--- src/rtl/seg7_scan_capture.sv ---
// seg7_scan_capture: recovers per-digit hex values from scanned 7-segment lines (ports: clk, rst, seg_in, digit_sel, digits, digit_valid, out_valid/out_ready/out_idx/out_nibble stream, bad_seg, overflow; SEG7_CAP_DP_EN adds dp_in, dp_flags, out_dp)
module seg7_scan_capture #(
  parameter int NUM_DIGITS = 4,
  parameter int STABLE_CYCLES = 16
) (
  input  logic                    clk,
  input  logic                    rst,
  input  logic [6:0]              seg_in,
  input  logic [NUM_DIGITS-1:0]   digit_sel,
`ifdef SEG7_CAP_DP_EN
  input  logic                    dp_in,
  output logic [NUM_DIGITS-1:0]   dp_flags,
  output logic                    out_dp,
`endif
  output logic [4*NUM_DIGITS-1:0] digits,
  output logic [NUM_DIGITS-1:0]   digit_valid,
  output logic                    out_valid,
  input  logic                    out_ready,
  output logic [2:0]              out_idx,
  output logic [3:0]              out_nibble,
  output logic                    bad_seg,
  output logic                    overflow
);
  localparam int CW = $clog2(STABLE_CYCLES + 1);
  localparam logic [CW-1:0] FULL = CW'(STABLE_CYCLES);
  typedef enum logic [1:0] {IDLE, SETTLE, HOLD} state_t;
  state_t state, state_n;
  logic [CW-1:0] cnt, cnt_n;
  logic [6:0] seg_r, seg_p;
  logic [NUM_DIGITS-1:0] sel_r, sel_p;
  logic same, one_hot, restart, full, capture, pat_ok, load;
  logic [3:0] nib;
  logic [2:0] idx;
`ifdef SEG7_CAP_DP_EN
  logic dp_r, dp_p;
  always_ff @(posedge clk) begin
    if (rst) begin
      dp_r <= 1'b0;
      dp_p <= 1'b0;
    end else begin
      dp_r <= dp_in;
      dp_p <= dp_r;
    end
  end
  assign same = {seg_r, sel_r, dp_r} == {seg_p, sel_p, dp_p};
`else
  assign same = {seg_r, sel_r} == {seg_p, sel_p};
`endif
  // seg_r/sel_r are the sampled pins; seg_p/sel_p hold the previous sample for the stability compare
  always_ff @(posedge clk) begin
    if (rst) begin
      seg_r <= '0;
      sel_r <= '0;
      seg_p <= '0;
      sel_p <= '0;
    end else begin
      seg_r <= seg_in;
      sel_r <= digit_sel;
      seg_p <= seg_r;
      sel_p <= sel_r;
    end
  end
  assign one_hot = $onehot(sel_r);
  assign full = cnt == FULL;
  assign restart = state == IDLE || !same;
  always_ff @(posedge clk) begin
    if (rst) begin
      state <= IDLE;
      cnt <= '0;
    end else begin
      state <= state_n;
      cnt <= cnt_n;
    end
  end
  always_comb begin
    state_n = restart ? (one_hot ? SETTLE : IDLE) : (state == SETTLE && full ? HOLD : state);
    cnt_n = restart ? (one_hot ? CW'(1) : '0) : (full ? cnt : cnt + CW'(1));
  end
  always_comb begin
    capture = state == SETTLE && same && full;
    idx = '0;
    for (int i = 0; i < NUM_DIGITS; i++) if (sel_r[i]) idx = 3'(i);
    nib = '0;
    pat_ok = 1'b1;
    case (seg_r)
      7'h3F: nib = 4'h0;
      7'h06: nib = 4'h1;
      7'h5B: nib = 4'h2;
      7'h4F: nib = 4'h3;
      7'h66: nib = 4'h4;
      7'h6D: nib = 4'h5;
      7'h7D: nib = 4'h6;
      7'h07: nib = 4'h7;
      7'h7F: nib = 4'h8;
      7'h6F: nib = 4'h9;
      7'h77: nib = 4'hA;
      7'h7C: nib = 4'hB;
      7'h39: nib = 4'hC;
      7'h5E: nib = 4'hD;
      7'h79: nib = 4'hE;
      7'h71: nib = 4'hF;
      default: pat_ok = 1'b0;
    endcase
    load = capture && pat_ok;
  end
  always_ff @(posedge clk) begin
    if (rst) begin
      digits <= '0;
      digit_valid <= '0;
      out_valid <= 1'b0;
      out_idx <= '0;
      out_nibble <= '0;
      bad_seg <= 1'b0;
      overflow <= 1'b0;
`ifdef SEG7_CAP_DP_EN
      dp_flags <= '0;
      out_dp <= 1'b0;
`endif
    end else begin
      bad_seg <= capture && !pat_ok;
      for (int i = 0; i < NUM_DIGITS; i++) begin
        if (load && idx == 3'(i)) begin
          digits[4*i +: 4] <= nib;
          digit_valid[i] <= 1'b1;
`ifdef SEG7_CAP_DP_EN
          dp_flags[i] <= dp_r;
`endif
        end
      end
      // the register file is always updated; only the stream entry can be dropped
      if (load && (!out_valid || out_ready)) begin
        out_valid <= 1'b1;
        out_idx <= idx;
        out_nibble <= nib;
`ifdef SEG7_CAP_DP_EN
        out_dp <= dp_r;
`endif
      end else if (load) begin
        overflow <= 1'b1;
      end else if (out_valid && out_ready) begin
        out_valid <= 1'b0;
      end
    end
  end
endmodule

--- config.mk ---
export PLATFORM = sky130hd
export DESIGN_NAME = seg7_scan_capture
export DESIGN_NICKNAME = d
export VERILOG_FILES = /design/src/rtl/seg7_scan_capture.sv
export SDC_FILE = /design/constraint.sdc
export NUM_CORES = 1
export LEC_CHECK = 0
export ABC_AREA = 1
export BUFFER_PORTS_ARGS = -buffer_cell sky130_fd_sc_hd__buf_2
export CORE_MARGIN = 1
export CORE_UTILIZATION = 56
export CTS_CLUSTER_DIAMETER = 200
export DETAILED_ROUTE_END_ITERATION = 8
export HOLD_SLACK_MARGIN = 0.05
export PLACE_DENSITY = 0.85
export SYNTH_ARGS = -nofsm -noshare
export SYNTH_HDL_FRONTEND = slang
export SYNTH_SLANG_ARGS = --single-unit
export TNS_END_PERCENT = 50
--- constraint.sdc ---
create_clock -name clk -period 2.25 [get_ports clk]
set_input_delay 0.1125 -clock clk [delete_from_list [all_inputs] [get_ports clk]]
set_output_delay 0.1125 -clock clk [all_outputs]
set_load 0.02 [all_outputs]
==> Word-level counts from Yosys, hierarchy flattened <==
Cells that the tools add are included.
{ "totals": {"register_bits": 59, "in_bits": 14, "output_inout_bits": 30, "elab_cells": 86} }
{ "op_classes": {"addsub": 4, "n_eq_ne": 25, "muxes": 14, "bitwise": 1, "reduce_logical": 23} }
{ "op_table": {"columns": ["cell", "count"], "rows": [
  ["== test 7 bit (second input constant)", 12],
  ["case mux 4 bit (15 select lines)", 1],
  ["OR reduction 16 bit", 1],
  ["== test 7 x 3 -> 1 bit (second input constant)", 2],
  ["== test 7 x 6 -> 1 bit (second input constant)", 2],
  ["== test 11 bit", 1],
  ["logical AND 1 bit", 11],
  ["two-way mux 5 bit", 2],
  ["two-way mux 1 bit", 7],
  ["== test 3 x 1 -> 1 bit (second input constant)", 2],
  ["== test 3 x 2 -> 1 bit (second input constant)", 2],
  ["two-way mux 3 bit", 2],
  ["adder 5 x 1 -> 5 bit (second input constant)", 1],
  ["== test 5 bit (second input constant)", 1],
  ["adder 1 x 1 -> 2 bit", 2],
  ["two-way mux 2 bit", 2],
  ["AND reduction 2 bit", 2],
  ["nonzero test 2 bit", 2],
  ["adder 2 x 2 -> 3 bit", 1],
  ["zero test 1 bit", 3],
  ["zero test 3 bit", 1],
  ["== test 2 x 1 -> 1 bit (second input constant)", 1],
  ["zero test 2 bit", 1],
  ["logical OR 1 bit", 2],
  ["3 further kinds", 3]
]} }

==> Longest topological paths before layout <==
Gate-level depths: netlist of the first run.
{ "depth": {"word_depth": 7, "depth_mapped": 13, "depth_no_buf": 11} }

==> Worst setup path after synthesis of the first run <==
No wires, ideal clock.
{ "synth_timing": {"path_type": "register -> register", "from": "reg sel_r[3]", "to": "reg cnt[0]", "setup_time_ps": 70, "arrival_time_ps": 1747, "required_ps": 2180, "setup_slack_ps": 433, "path_stages_with_launch": 10, "n_path_buf": 1, "synth_period_minus_slack_ps": 1817, "path_cell_list": "dfxtp_1 > buf_2 > inv_1 > fa_1 > inv_1 > ha_1 > ha_1 > nor2_1 > nand3_1 > a21oi_1"} }
{ "synth_via": {"elab_chain_cells": 5, "elab_cells_between_ends": 9, "cone_classes": "add/sub (2); eq/ne (3); mux (2); reduce/logical (2)"} }
{ "synth_lines": {"columns": ["element", "line_no", "text"], "rows": [
  ["start: declaration", "30", "logic [NUM_DIGITS-1:0] sel_r, sel_p;"],
  ["start signal: assignment", "58", "sel_r <= digit_sel;"],
  ["adder 1 x 1 -> 2 bit (implied by the code)", "63", "assign one_hot = $onehot(sel_r);"],
  ["adder 2 x 2 -> 3 bit (implied by the code)", "63", null],
  ["== test 3 x 1 -> 1 bit", "63", null],
  ["two-way mux 1 bit", "77", "cnt_n = restart ? (one_hot ? CW'(1) : '0) : (full ? cnt : cnt + CW'(1));"],
  ["two-way mux 5 bit", "77", null],
  ["end signal: assignment", "72", "cnt <= cnt_n;"],
  ["end: declaration", "28", "logic [CW-1:0] cnt, cnt_n;"]
]} }
Parallel ways exist; a longest one is shown, timed or not.
A chain may end at the register's enable or synchronous reset.

==> Worst setup path in the final report of the first run <==
{ "layout_timing": {"from": "reg sel_r[3]", "to": "reg state[0]"} }
{ "layout_via": {"elab_chain_cells": 5, "elab_cells_between_ends": 9, "cone_classes": "add/sub (2); eq/ne (2); mux (2); reduce/logical (3)"} }
{ "layout_lines": {"columns": ["element", "line_no", "text"], "rows": [
  ["adder 1 x 1 -> 2 bit (implied by the code)", "63", null],
  ["adder 2 x 2 -> 3 bit (implied by the code)", "63", null],
  ["== test 3 x 1 -> 1 bit", "63", null],
  ["two-way mux 1 bit", "76", "state_n = restart ? (one_hot ? SETTLE : IDLE) : (state == SETTLE && full ? HOLD : state);"],
  ["two-way mux 2 bit", "76", null],
  ["end signal: assignment", "71", "state <= state_n;"],
  ["end: declaration", "27", "state_t state, state_n;"]
]} }
Parallel ways exist; a longest one is shown, timed or not.

==> results.py, run 1 <==
metrics = {
    "global_routing": {
        "grt_pass1_vias": 2328,
        "grtUsageMet1": 0.283,
        "grt_antenna_before_repair": 0,
        "grt_max_degree": 35,
        "grt.total_usage": 0.249,
        "busiest_layer": "met2",
        "grt_pass1_wl_um": 9870,
        "gr-total-overflow": 0,
        "use_met3": 0.0472,
        "use_met2": 0.428,
    },
    "run": {
        "drv_cap": 0,
    },
    "floorplanning": {
        "fp-row-count": 25,
        "core-area_mm2": 0.00475,
        "die_area_mm2": 0.00526,
        "top_level_ports": 44,
        "die_h_um": 72.5,
        "initial_core_util": 0.586,
        "dieWidth_um": 72.5,
    },
    "run_status": {
        "outcome": "finished clean",
    },
    "finish": {
        "stdcell_area_mm2": 0.00342,
        "layout-drive-gt1-share": 0.179,
        "area_growth_pct": 22.6,
        "n_antenna_cell": 0,
        "fin_nets": 485,
        "final_cell_mix": "93 x nand2_1, 80 x inv_1, 79 x nor2_1",
        "layout_commonest_cell": "nand2_1",
        "fillers": 401,
    },
    "sta": {
        "rsz0062_at_grt": "false",
        "timing_hold_violations_final": 0,
        "finalHoldWorstSlack_ns": 0.0778,
        "fin_setup_tns_ns": 0,
        "finalClockSkew_ns": 0.0107,
        "slew_violations": 0,
        "min_period_over_period": 0.904,
        "tightest_slew_ns": 0.674,
        "finalSetupViolCount": 0,
        "layout_min_cycle_time_ns": 2.03,
        "slew-limit-headroom": 0.547,
        "fmax_ghz": 0.492,
    },
    "setup_path": {
        "required_ns": 2.53,
        "critical_path_peak_fanout": 9,
        "worstPathArrival_ns": 2.31,
        "worst_setup_path_end_kind": "register",
        "critPathKind": "reg2reg",
        "crit_path_start_kind": "register",
    },
    "drt": {
        "dr.pass1.iters": 4,
        "viasPerCell": 4.88,
        "via_count": 2618,
        "routed_wl_um": 5940,
        "drc": 0,
        "wl_per_cell_um": 11.1,
        "drt-initial-drc-count": 87,
        "drtAntennaViolNets": 0,
    },
    "synth": {
        "netlist_area_mm2": 0.00279,
        "synthDistinctLibCells": 31,
        "syn_nets": 425,
        "async_flop_share": 0,
        "ys_warn_count": 0,
        "synth_seq_cells": 58,
        "synth_edf_count": 0,
        "synthCells": 406,
        "yosysSeqAreaShare": 0.417,
        "ys.flop_type": "dfxtp_1",
        "synth_area_per_cell_um2": 6.86,
    },
    "power": {
        "ir_drop_mv": 0.624,
        "p_per_area_mw_per_mm2": 701,
        "p_leak_nw": 1.76,
    },
    "cts": {
        "insertion_delay_ns": 0.35,
        "numCtsBuffers": 9,
        "cts-root-buf": "clkbuf_8",
        "htree_levels": 3,
        "clkSinkCount": 58,
        "clk_pin_slew_ns": 0.07,
        "clock_path_buffers": 2,
        "cts-resized-gates": 0,
        "cts_tree": "built",
    },
    "placed_design": {
        "dp_hpwl_um": 3750,
        "placed_cell_area_mm2": 0.00303,
        "gp_congestion": 0.866,
        "placement.io_buffers": 42,
    },
    "worst_hold_path": {
        "hold_path_class": "in2reg",
    },
}
[final timing paths]
| kind | startpoint | end | slack [ns] | cells past startpoint |
|---|---|---|---|---|
| min | out_ready | overflow | 0.08 | 4 |
| min reg2reg | digit_valid[1] | digit_valid[1] | 0.45 | 2 |
| max | sel_r[3] | state[0] | 0.22 | 8 |
| max reg2reg | sel_r[3] | state[0] | 0.22 | 8 |
[layout make-up]
cell class                 count  area, µm²  area share
sequential                    58       1160       0.340
inverter                      85        319      0.0934
clock buffer                  10        138      0.0403
multi-input combinational    251       1230       0.360
tap                           67       83.8      0.0245
clock inverter                 5        103      0.0300
timing repair buffer          61        380       0.111
[synthesized netlist by cell type (5+ instances only)]
master	n	area (µm²)
inv_1	80	300
clkbuf_1	5	18.8
a21oi_1	11	55.1
nor2_1	79	297
dfxtp_1	58	1160
nand2_1	93	349
inv_2	5	18.8
nand4_1	17	106
nor3_1	5	25.0
nand3_2	5	50.1
nand3_1	13	65.1
[metal layers]
layer / vias to the layer above / share of wire / wire length, µm
met5: - / 0 / 0
met4: 0 / 0.030 / 178
met3: 20 / 0.051 / 304
met2: 70 / 0.50 / 2950
met1: 1194 / 0.42 / 2510
li1: 1334 / - / -
[registers in the layout (all words and copies together), names as in the netlist]
name         flops
bad_seg          1
cnt              5
digit_valid      4
digits          16
out_idx          2
out_nibble       4
out_valid        1
overflow         1
seg_p            7
seg_r            7
sel_p            4
sel_r            4
state            2
[metrics by stage]
step | utilization | power, W | setup slack (ns) | instances
after global placement | 0.637 | 0.00123 | 0.342 | 506
final | 0.718 | 0.00240 | 0.216 | 537
after global routing | 0.718 | 0.00247 | 0.0122 | 537
after floorplan | - | 0.00120 | 0.433 | 406
after CTS | 0.711 | 0.00240 | 0.230 | 532
after detailed placement | 0.637 | 0.00123 | 0.240 | 506
[repair_timing]
| item | 4_1_cts | 5_1_grt |
|---|---|---|
| setup endpoints to repair | 0 | 1 |
| endpoints found under the hold margin | 11 | 0 |
| buffers inserted | 0 | 5 |
| hold buffers | 11 | 0 |
[critical path, stage by stage (launching register included)]
cell     delay, ns
dfxtp_1       0.52
inv_1         0.12
fa_1          0.50
inv_1         0.04
ha_1          0.17
ha_1          0.27
nor2_1        0.11
nand3_1       0.10
a21oi_1       0.13
[kinds of logic after synthesis]
group                      count (synthesis)  share of synthesized area
AOI/OAI and AO/OA                         15                     0.0292
xor gates and xnor gates                   8                     0.0252
adders and majority gates                  5                     0.0252
buffers and inverters                     97                      0.141
DFF                                       58                      0.417
other                                      1                    0.00135
and+or+nand+nor                          222                      0.361
[where the power goes]
part / leakage, nW / internal, W / switching [W]
clock network: 0.118 / 0.000757 / 0.000412
registers: 0.472 / 0.00105 / 0.0000256
logic: 1.17 / 0.0000620 / 0.0000895
total: 1.76 / 0.00187 / 0.000527
(Power assumes the default switching activity.)
==> run 2, diff against run 1 <==
Settings changed: MAX_ROUTING_LAYER from default to met4.
==> run 2 against run 1 <==
- register-to-register slack about the same
- setup slack better by 0.0046 ns
- largest cell class unchanged
- clock-buffer cell count unchanged
- critical path type unchanged
- utilization down 0.16 points
- clock power is essentially flat
- via count down 1.3%
==> results.py, run 2 (same netlist as run 1, synthesis figures left out) <==
metrics = {
    "run_status": {
        "outcome": "finished clean",
    },
    "power": {
        "p_seq_frac": 0.448,
        "comb_power_share": 0.063,
        "ir_drop_mv": 0.624,
        "p_switching_w": 0.000529,
        "p_leak_nw": 1.75,
        "switching_share": 0.221,
        "p_int_w": 0.00187,
        "p_per_area_mw_per_mm2": 704,
        "p_clk_frac": 0.488,
        "p_total_w": 0.00240,
    },
    "setup_path": {
        "required_ns": 2.53,
        "critical_path_peak_fanout": 9,
        "worst_setup_path_end_kind": "register",
        "r2r_slack_ns": 0.22,
        "r2r_start": "sel_r[3]",
        "r2r_cells": 8,
        "critPathKind": "reg2reg",
        "r2r_end": "state[0]",
        "worstPathArrival_ns": 2.31,
        "crit_path_start_kind": "register",
    },
    "finish": {
        "utilization": 0.717,
        "final_cell_mix": "93 x nand2_1, 80 x inv_1, 79 x nor2_1",
        "layout_commonest_cell": "nand2_1",
        "layout-drive-gt1-share": 0.177,
        "top_register": "digits",
        "stdcell_area_mm2": 0.00341,
        "largest_register_ffs": 16,
        "fin_nets": 484,
        "fillers": 401,
        "reg.largest.list": "digits: 16 flops, seg_p: 7 flops, seg_r: 7 flops",
        "area_growth_pct": 22.4,
        "n_antenna_cell": 0,
    },
    "cts": {
        "insertion_delay_ns": 0.35,
        "clk_pin_slew_ns": 0.07,
        "clock_path_buffers": 2,
        "htree_levels": 3,
        "cts-root-buf": "clkbuf_8",
        "numCtsBuffers": 9,
        "clkSinkCount": 58,
        "cts_tree": "built",
    },
    "sta": {
        "slew_violations": 0,
        "min_period_over_period": 0.902,
        "timing_hold_violations_final": 0,
        "layout_min_cycle_time_ns": 2.03,
        "finalSetupViolCount": 0,
        "fmax_ghz": 0.493,
        "fin_setup_tns_ns": 0,
        "rsz0062_at_grt": "false",
        "finalClockSkew_ns": 0.0111,
        "tightest_slew_ns": 0.676,
        "worst_slack_ns": 0.220,
        "slew-limit-headroom": 0.546,
    },
    "global_routing": {
        "gr-total-overflow": 0,
        "grt_antenna_before_repair": 0,
        "use_met3": 0.0639,
        "grt_pass1_wl_um": 9860,
        "grt.total_usage": 0.256,
        "grt_max_degree": 35,
        "grtUsageMet1": 0.283,
        "use_met2": 0.427,
        "grt_pass1_vias": 2334,
        "busiest_layer": "met2",
    },
    "drt": {
        "routed_wl_um": 5860,
        "viasPerCell": 4.82,
        "dr.pass1.iters": 4,
        "drt-initial-drc-count": 75,
        "drtAntennaViolNets": 0,
        "via_count": 2585,
        "drc": 0,
        "wl_per_cell_um": 10.9,
    },
    "floorplanning": {
        "dieWidth_um": 72.5,
        "die_h_um": 72.5,
        "top_level_ports": 44,
        "core-area_mm2": 0.00475,
        "initial_core_util": 0.586,
        "fp-row-count": 25,
        "die_area_mm2": 0.00526,
    },
    "placed_design": {
        "place_ws_ns": 0.240,
        "dp_hpwl_um": 3750,
        "placement.io_buffers": 42,
        "placed_cell_area_mm2": 0.00303,
        "gp_congestion": 0.880,
    },
    "worst_hold_path": {
        "hold_depth": 4,
        "worstHoldEndpoint": "overflow",
        "hold_start": "out_ready",
        "hold_path_class": "in2reg",
    },
    "run": {
        "drv_cap": 0,
    },
}
## run 2: worst max-delay path by stage
stage / start / end / slack, ns / cells after the start
floorplan: sel_r[3] / cnt[0] / 0.43 / 9
global placement: sel_r[3] / cnt[0] / 0.34 / 8
detailed placement: sel_r[3] / state[0] / 0.24 / 8
CTS: sel_r[3] / state[0] / 0.23 / 8
global route: seg_r[4] / out_idx[1] / 0.02 / 10
finish: sel_r[3] / state[0] / 0.22 / 8
## run 2: power groups by stage
stage	Sequential, W	Clock [W]	Combinational (W)
4_1_cts	0.00108	0.00118	0.000151
6_report	0.00108	0.00117	0.000151
2_1_floorplan	0.00109	0	0.000111
5_1_grt	0.00108	0.00122	0.000172
3_5_place_dp	0.00110	0	0.000134
3_3_place_gp	0.00110	0	0.000130
## run 2: per-stage QoR
step	cells	hold slack [ns]
after global routing	536	0.115
final	536	0.0688
after floorplan	406	0.219
after CTS	532	0.0749
after detailed placement	506	0.321
after global placement	506	0.313
## run 2: worst max-delay path, stage by stage (launching register included)
cell	delay, ns
dfxtp_1	0.51
inv_1	0.12
fa_1	0.50
inv_1	0.04
ha_1	0.17
ha_1	0.27
nor2_1	0.12
nand3_1	0.10
a21oi_1	0.13
## run 2: what timing repair did
action,in CTS,in global routing
hold endpoints to repair,11,0
gates resized for setup,0,0
hold buffers,11,0
endpoints found under the setup margin,0,1
setup buffers,0,4
## run 2: metal layers
metal	part of all wire	vias up
li1	-	1333
met1	0.43	1173
met2	0.50	63
met3	0.046	16
met4	0.024	0
met5	0	-
## run 2: layout make-up
cell class	instances	area, µm²	share of cell area
Clock buffer	10	138	0.0404
Clock inverter	5	103	0.0301
Inverter	85	319	0.0936
Multi-Input combinational cell	251	1230	0.361
Sequential cell	58	1160	0.341
Tap cell	67	83.8	0.0246
Timing Repair Buffer	60	373	0.109
